<file path="config.mk">
export PLATFORM = sky130hd
export DESIGN_NAME = uart_tx_ctrl_flat
export DESIGN_NICKNAME = d
export VERILOG_FILES = /design/src/rtl/uart_tx_ctrl_if.sv /design/src/rtl/uart_tx_ctrl.sv /design/src/flat_wrapper.sv
export SDC_FILE = /design/constraint.sdc
export NUM_CORES = 1
export LEC_CHECK = 0
export CAP_MARGIN = 25
export CELL_PAD_IN_SITES_DETAIL_PLACEMENT = 1
export CELL_PAD_IN_SITES_GLOBAL_PLACEMENT = 1
export CORE_UTILIZATION = 40
export DETAILED_ROUTE_END_ITERATION = 7
export GPL_ROUTABILITY_DRIVEN = 1
export MAX_ROUTING_LAYER = met4
export PLACE_DENSITY = 0.81
export SLEW_MARGIN = 20
export SYNTH_ARGS = -nofsm -noshare
export SYNTH_HDL_FRONTEND = slang
export SYNTH_SLANG_ARGS = --single-unit
</file>
<file path="constraint.sdc">
create_clock -name clk -period 5.9 [get_ports clk]
set_clock_uncertainty 0.2 [all_clocks]
set_input_delay 0.59 -clock clk [delete_from_list [all_inputs] [get_ports clk]]
set_output_delay 0.59 -clock clk [all_outputs]
set_load 0.05 [all_outputs]
</file>
<file path="src/rtl/uart_tx_ctrl_if.sv">
// Handshake bundle between the host-side transmit request and the UART TX
// sequencing controller. The master side raises tx_start/parity_en; the
// slave (controller) returns the line-select code and PISO strobes.
//
// Handshake: tx_start is a level request that is accepted only in a cycle
// where the controller is idle. The acceptance cycle is marked by piso_load
// being high in that same cycle. tx_busy rises on the following edge and
// stays high until the edge after the tx_done pulse. Requests seen while
// tx_busy is high are ignored, not queued.
interface uart_tx_ctrl_if;
  logic       tx_start;
  logic       parity_en;
  logic [1:0] select;
  logic       piso_load;
  logic       piso_shift;
  logic       tx_busy;
  logic       tx_done;

  modport master (
    output tx_start,
    output parity_en,
    input  select,
    input  piso_load,
    input  piso_shift,
    input  tx_busy,
    input  tx_done
  );

  modport slave (
    input  tx_start,
    input  parity_en,
    output select,
    output piso_load,
    output piso_shift,
    output tx_busy,
    output tx_done
  );
endinterface

</file>
<file path="src/rtl/uart_tx_ctrl.sv">
// UART transmit sequencing controller. Walks START, DATA x DATA_BITS,
// optional PARITY and STOP, each lasting CLKS_PER_BIT cycles, and drives
// the line-select code for the TX mux plus load/shift strobes for the PISO.
// DATA_BITS is expected in 5..9 and CLKS_PER_BIT >= 2.
module uart_tx_ctrl #(
  parameter int DATA_BITS    = 8,
  parameter int CLKS_PER_BIT = 16
) (
  input  logic               clk,
  input  logic               rst,
  uart_tx_ctrl_if.slave      bus,
  output logic [2:0]         state_o
);

  typedef enum logic [2:0] {
    S_IDLE   = 3'd0,
    S_START  = 3'd1,
    S_DATA   = 3'd2,
    S_PARITY = 3'd3,
    S_STOP   = 3'd4
  } state_t;

  localparam logic [1:0] SEL_START  = 2'b00;
  localparam logic [1:0] SEL_DATA   = 2'b01;
  localparam logic [1:0] SEL_PARITY = 2'b10;
  localparam logic [1:0] SEL_IDLE   = 2'b11;

  localparam int CW = (CLKS_PER_BIT > 1) ? $clog2(CLKS_PER_BIT) : 1;
  localparam int BW = (DATA_BITS > 1) ? $clog2(DATA_BITS) : 1;

  localparam logic [CW-1:0] BAUD_LAST = CW'(CLKS_PER_BIT - 1);
  localparam logic [BW-1:0] BIT_LAST  = BW'(DATA_BITS - 1);

  state_t        state_q;
  logic [CW-1:0] baud_q;
  logic [BW-1:0] bit_q;
  logic          par_q;
  logic [1:0]    select_q;
  logic          busy_q;

  logic          bit_end;
  logic          last_bit;

  assign bit_end  = (baud_q == BAUD_LAST);
  assign last_bit = (bit_q == BIT_LAST);

  // Sequencer: state, baud/bit counters, latched parity enable and the
  // registered select/busy outputs all advance together on each edge.
  always_ff @(posedge clk) begin
    if (rst) begin
      state_q  <= S_IDLE;
      baud_q   <= '0;
      bit_q    <= '0;
      par_q    <= 1'b0;
      select_q <= SEL_IDLE;
      busy_q   <= 1'b0;
    end else begin
      case (state_q)
        S_IDLE: begin
          baud_q <= '0;
          if (bus.tx_start) begin
            state_q  <= S_START;
            select_q <= SEL_START;
            busy_q   <= 1'b1;
            par_q    <= bus.parity_en;
          end
        end
        S_START: begin
          if (bit_end) begin
            state_q  <= S_DATA;
            select_q <= SEL_DATA;
            baud_q   <= '0;
            bit_q    <= '0;
          end else begin
            baud_q <= baud_q + 1'b1;
          end
        end
        S_DATA: begin
          if (bit_end) begin
            baud_q <= '0;
            if (last_bit) begin
              if (par_q) begin
                state_q  <= S_PARITY;
                select_q <= SEL_PARITY;
              end else begin
                state_q  <= S_STOP;
                select_q <= SEL_IDLE;
              end
            end else begin
              bit_q <= bit_q + 1'b1;
            end
          end else begin
            baud_q <= baud_q + 1'b1;
          end
        end
        S_PARITY: begin
          if (bit_end) begin
            state_q  <= S_STOP;
            select_q <= SEL_IDLE;
            baud_q   <= '0;
          end else begin
            baud_q <= baud_q + 1'b1;
          end
        end
        S_STOP: begin
          if (bit_end) begin
            state_q  <= S_IDLE;
            select_q <= SEL_IDLE;
            busy_q   <= 1'b0;
            baud_q   <= '0;
          end else begin
            baud_q <= baud_q + 1'b1;
          end
        end
        default: begin
          state_q  <= S_IDLE;
          select_q <= SEL_IDLE;
          busy_q   <= 1'b0;
          baud_q   <= '0;
        end
      endcase
    end
  end

  // Strobes are decoded from registered state so they line up with the
  // acceptance cycle and the bit-end cycle; reset suppresses all of them.
  assign bus.piso_load  = (state_q == S_IDLE) && bus.tx_start && !rst;
  assign bus.piso_shift = (state_q == S_DATA) && bit_end && !rst;
  assign bus.tx_done    = (state_q == S_STOP) && bit_end && !rst;
  assign bus.select     = select_q;
  assign bus.tx_busy    = busy_q;
  assign state_o        = state_q;

endmodule

</file>
<file path="src/flat_wrapper.sv">
// flat-port wrapper written by rule: the top's interface ports become plain ports
module uart_tx_ctrl_flat 
#(
  parameter int DATA_BITS    = 8,
  parameter int CLKS_PER_BIT = 16
)
  (clk, rst, state_o, bus_tx_start, bus_parity_en, bus_select, bus_piso_load, bus_piso_shift, bus_tx_busy, bus_tx_done);
  uart_tx_ctrl_if bus_i ();
  input  logic clk;
  input  logic rst;
  output logic [2:0] state_o;
  input wire logic [$bits(bus_i.tx_start)-1:0] bus_tx_start;
  input wire logic [$bits(bus_i.parity_en)-1:0] bus_parity_en;
  output wire logic [$bits(bus_i.select)-1:0] bus_select;
  output wire logic [$bits(bus_i.piso_load)-1:0] bus_piso_load;
  output wire logic [$bits(bus_i.piso_shift)-1:0] bus_piso_shift;
  output wire logic [$bits(bus_i.tx_busy)-1:0] bus_tx_busy;
  output wire logic [$bits(bus_i.tx_done)-1:0] bus_tx_done;
  assign bus_i.tx_start = bus_tx_start;
  assign bus_i.parity_en = bus_parity_en;
  assign bus_select = bus_i.select;
  assign bus_piso_load = bus_i.piso_load;
  assign bus_piso_shift = bus_i.piso_shift;
  assign bus_tx_busy = bus_i.tx_busy;
  assign bus_tx_done = bus_i.tx_done;
  uart_tx_ctrl #(.DATA_BITS(DATA_BITS), .CLKS_PER_BIT(CLKS_PER_BIT)) u_core (.clk(clk), .rst(rst), .bus(bus_i), .state_o(state_o));
endmodule
</file>
==> flow_metrics.env <==
export IMPL_synth_edff_count=0
export IMPL_netlist_area_sq_um=729
export IMPL_vias=603
export IMPL_cp_end_kind="output pin"
export IMPL_cellPowerDensity_nw_per_um2=426
export IMPL_nFillCells=209
export IMPL_clk_latency_ns=0.28
export IMPL_netlist_top_cells_count="14 x dfxtp_1, 14 x nor2_1, 5 x a21oi_1, 5 x mux2i_1, 5 x nor3_1"
export IMPL_maxCapViolations=0
export IMPL_synth_seq_cells=14
export IMPL_postLayoutSetupSlackWorst_ns=2.64
export IMPL_synth_cell_types=30
export IMPL_cts_tree="done"
export IMPL_crit_path_max_incr_delay_ns=0.84
export IMPL_p_comb_frac=0.487
export IMPL_slew_limit_headroom=0.604
export IMPL_io_buffers=12
export IMPL_cts_sinks=14
export IMPL_fmax_mhz=307
export IMPL_ys_warn_count=0
export IMPL_overflow=0
export IMPL_start_util=0.422
export IMPL_slew_viol_final=0
export IMPL_place_congestion=0.681
export IMPL_cts_root_buf="clkbuf_4"
export IMPL_worstMarginPinSlew_ns=0.592
export IMPL_core_area_sq_um=1730
export IMPL_cts_hold_buffers=0
export IMPL_first_pass_iters=2
export IMPL_path_cells="clkdlybuf4s50_1, nor3_1, clkdlybuf4s50_1"
export IMPL_num_io_pins=13
export IMPL_async_reset_ff_frac=0
export IMPL_dp_hpwl_mm=1.08
export IMPL_worst_path_most_repeated_cell="clkdlybuf4s50_1"
export IMPL_hold_path_class="register to register"
export IMPL_route_detailed_drc=0
export IMPL_final_setup_tns_ns=0
export IMPL_timing_final_crit_share=0.553
export IMPL_p_switching_w=0.000161
export IMPL_grt_max_degree=18
export IMPL_drtIter0Drc=5
export IMPL_netlist_instances=80
export IMPL_clkPwrFrac=0.144
export IMPL_rsz0062_at_grt="no"
export IMPL_grt_usage=0.181
export IMPL_setup_worst_path_class="input pin to output pin"
export IMPL_p_leak_nw=0.335
export IMPL_finalHoldViolations=0
export IMPL_hold_depth=1
export IMPL_yosys_area_top_type_share=0.384
export IMPL_syn_to_final_growth_pct=20.1
export IMPL_synth_area_top_cells="dfxtp_1 38%, nor2_1 7.2%, mux2i_1 6.9%"
export IMPL_path_clk_slew_ns=0.08
export IMPL_p_int_w=0.000212
export IMPL_p_sw_frac=0.432
export IMPL_ys_seq_area_frac=0.384
export IMPL_cts_repair_resize_count=0
export IMPL_die_w_um=44.7
export IMPL_ant_nets=0
export IMPL_required_ns=5.11
export IMPL_grt_first_pass_wirelength_mm=2.50
export IMPL_nNetsFinal=99
export IMPL_dp_slack_ns=2.63
export IMPL_diodes=0
export IMPL_ys_flop_type="dfxtp_1"
export IMPL_die_h_um=44.7
export IMPL_setup_viol=0
export IMPL_synth_nets=87
export IMPL_yosys_area_top_type="dfxtp_1"
export IMPL_wl_per_cell_um=12.9
export IMPL_antenna_found_initial=0
export IMPL_reg2reg_depth=6
export IMPL_cp_arrival_ns=2.47
export IMPL_dieArea_sq_um=2000
export IMPL_avgSynthCellArea_sq_um=9.12
export IMPL_status="finished, final reports clean"
export IMPL_start_kind="input pin"
export IMPL_seq_power_share=0.369
export IMPL_peakVddDrop_mv=0.201
export IMPL_worstPathMaxFanout=17
export IMPL_rows=15
export IMPL_routed_wl_mm=1.48
export IMPL_vias_per_cell=5.24
export IMPL_drive_gt1_frac=0.0889
export IMPL_hold_ws_ns=0.254
export IMPL_crit_slowest_cell="clkdlybuf4s50_1"
export IMPL_grt_pass1_vias=565
export IMPL_cts_buffers=3
export IMPL_htree_levels=1
export IMPL_post_cts_buffers=0
export IMPL_cts_max_path_buffers=2
export IMPL_period_needed_ns=3.26
## metal layers
metal,share of wire,wire length [um],vias to the layer above,track usage
met5,0,0,-,-
li1,-,-,301,-
met4,0.0081,12,0,0.0909
met3,0.041,61,2,0.0480
met1,0.46,683,289,0.201
met2,0.49,723,11,0.300
## power groups by stage
stage | clock network, W | registers, W | logic [W]
floorplan | 0 | 0.000171 | 0.000110
global placement | 0 | 0.000138 | 0.000178
detailed placement | 0 | 0.000140 | 0.000183
CTS | 0.0000550 | 0.000138 | 0.000184
global route | 0.0000581 | 0.000142 | 0.000195
finish | 0.0000536 | 0.000138 | 0.000182
## through the flow
stage | instance area, sq um | power (W) | utilization | cells
after floorplan | 729 | 0.000281 | - | 80
after global placement | 853 | 0.000316 | 0.494 | 112
after detailed placement | 853 | 0.000323 | 0.494 | 112
after CTS | 876 | 0.000377 | 0.507 | 115
after global routing | 876 | 0.000395 | 0.507 | 115
final | 876 | 0.000373 | 0.507 | 115
## flip-flops by register name, indices dropped and copies added, names as in the netlist
register / count
u_core.baud_q: 4
u_core.state_o: 3
u_core.bit_q: 3
u_core.bus.tx_busy: 1
u_core.bus.select: 2
u_core.par_q: 1
## worst max-delay path, delay by kind of cell
family                 cells  cell delay [ns]
buffers and inverters      2             1.55
AND/OR/NAND/NOR            1             0.32
## worst paths after layout
path                                       start          endpoint  slack (ns)
worst max-delay path                         rst       bus_tx_done        2.64
worst min-delay path            u_core.baud_q[0]  u_core.baud_q[0]        0.25
worst min register to register  u_core.baud_q[0]  u_core.baud_q[0]        0.25
worst max register to register   u_core.bit_q[0]   u_core.bit_q[0]        3.83
## placed cells by master, fill, tap and decap left out, drive strengths merged, types with 3 or more instances in the layout
cell type      count
nor2              14
clkdlybuf4s50     12
clkbuf             3
a21oi              5
ha                 3
mux2i              5
nor3               5
dfxtp             14
nand3              3
## kinds of logic (layout without fill, tap and decap cells)
family / count (synthesis) / in the layout / synth area share
simple gates: 38 / 38 / 0.300
xor+xnor: 2 / 2 / 0.0240
flops: 14 / 14 / 0.384
compound gates: 11 / 11 / 0.124
mux: 5 / 5 / 0.0686
buf+inv: 7 / 17 / 0.0480
fa+ha+maj: 3 / 3 / 0.0515
## final cells by class
cell class                 instances  area, sq um  area share
multi-input combinational         59          414       0.473
sequential                        14          280       0.320
timing repair buffer              12          120       0.137
tap                               25         31.3      0.0357
clock buffer                       3         22.5      0.0257
inverter                           2         7.51     0.00857
Power figures use the tool's default switching activity.
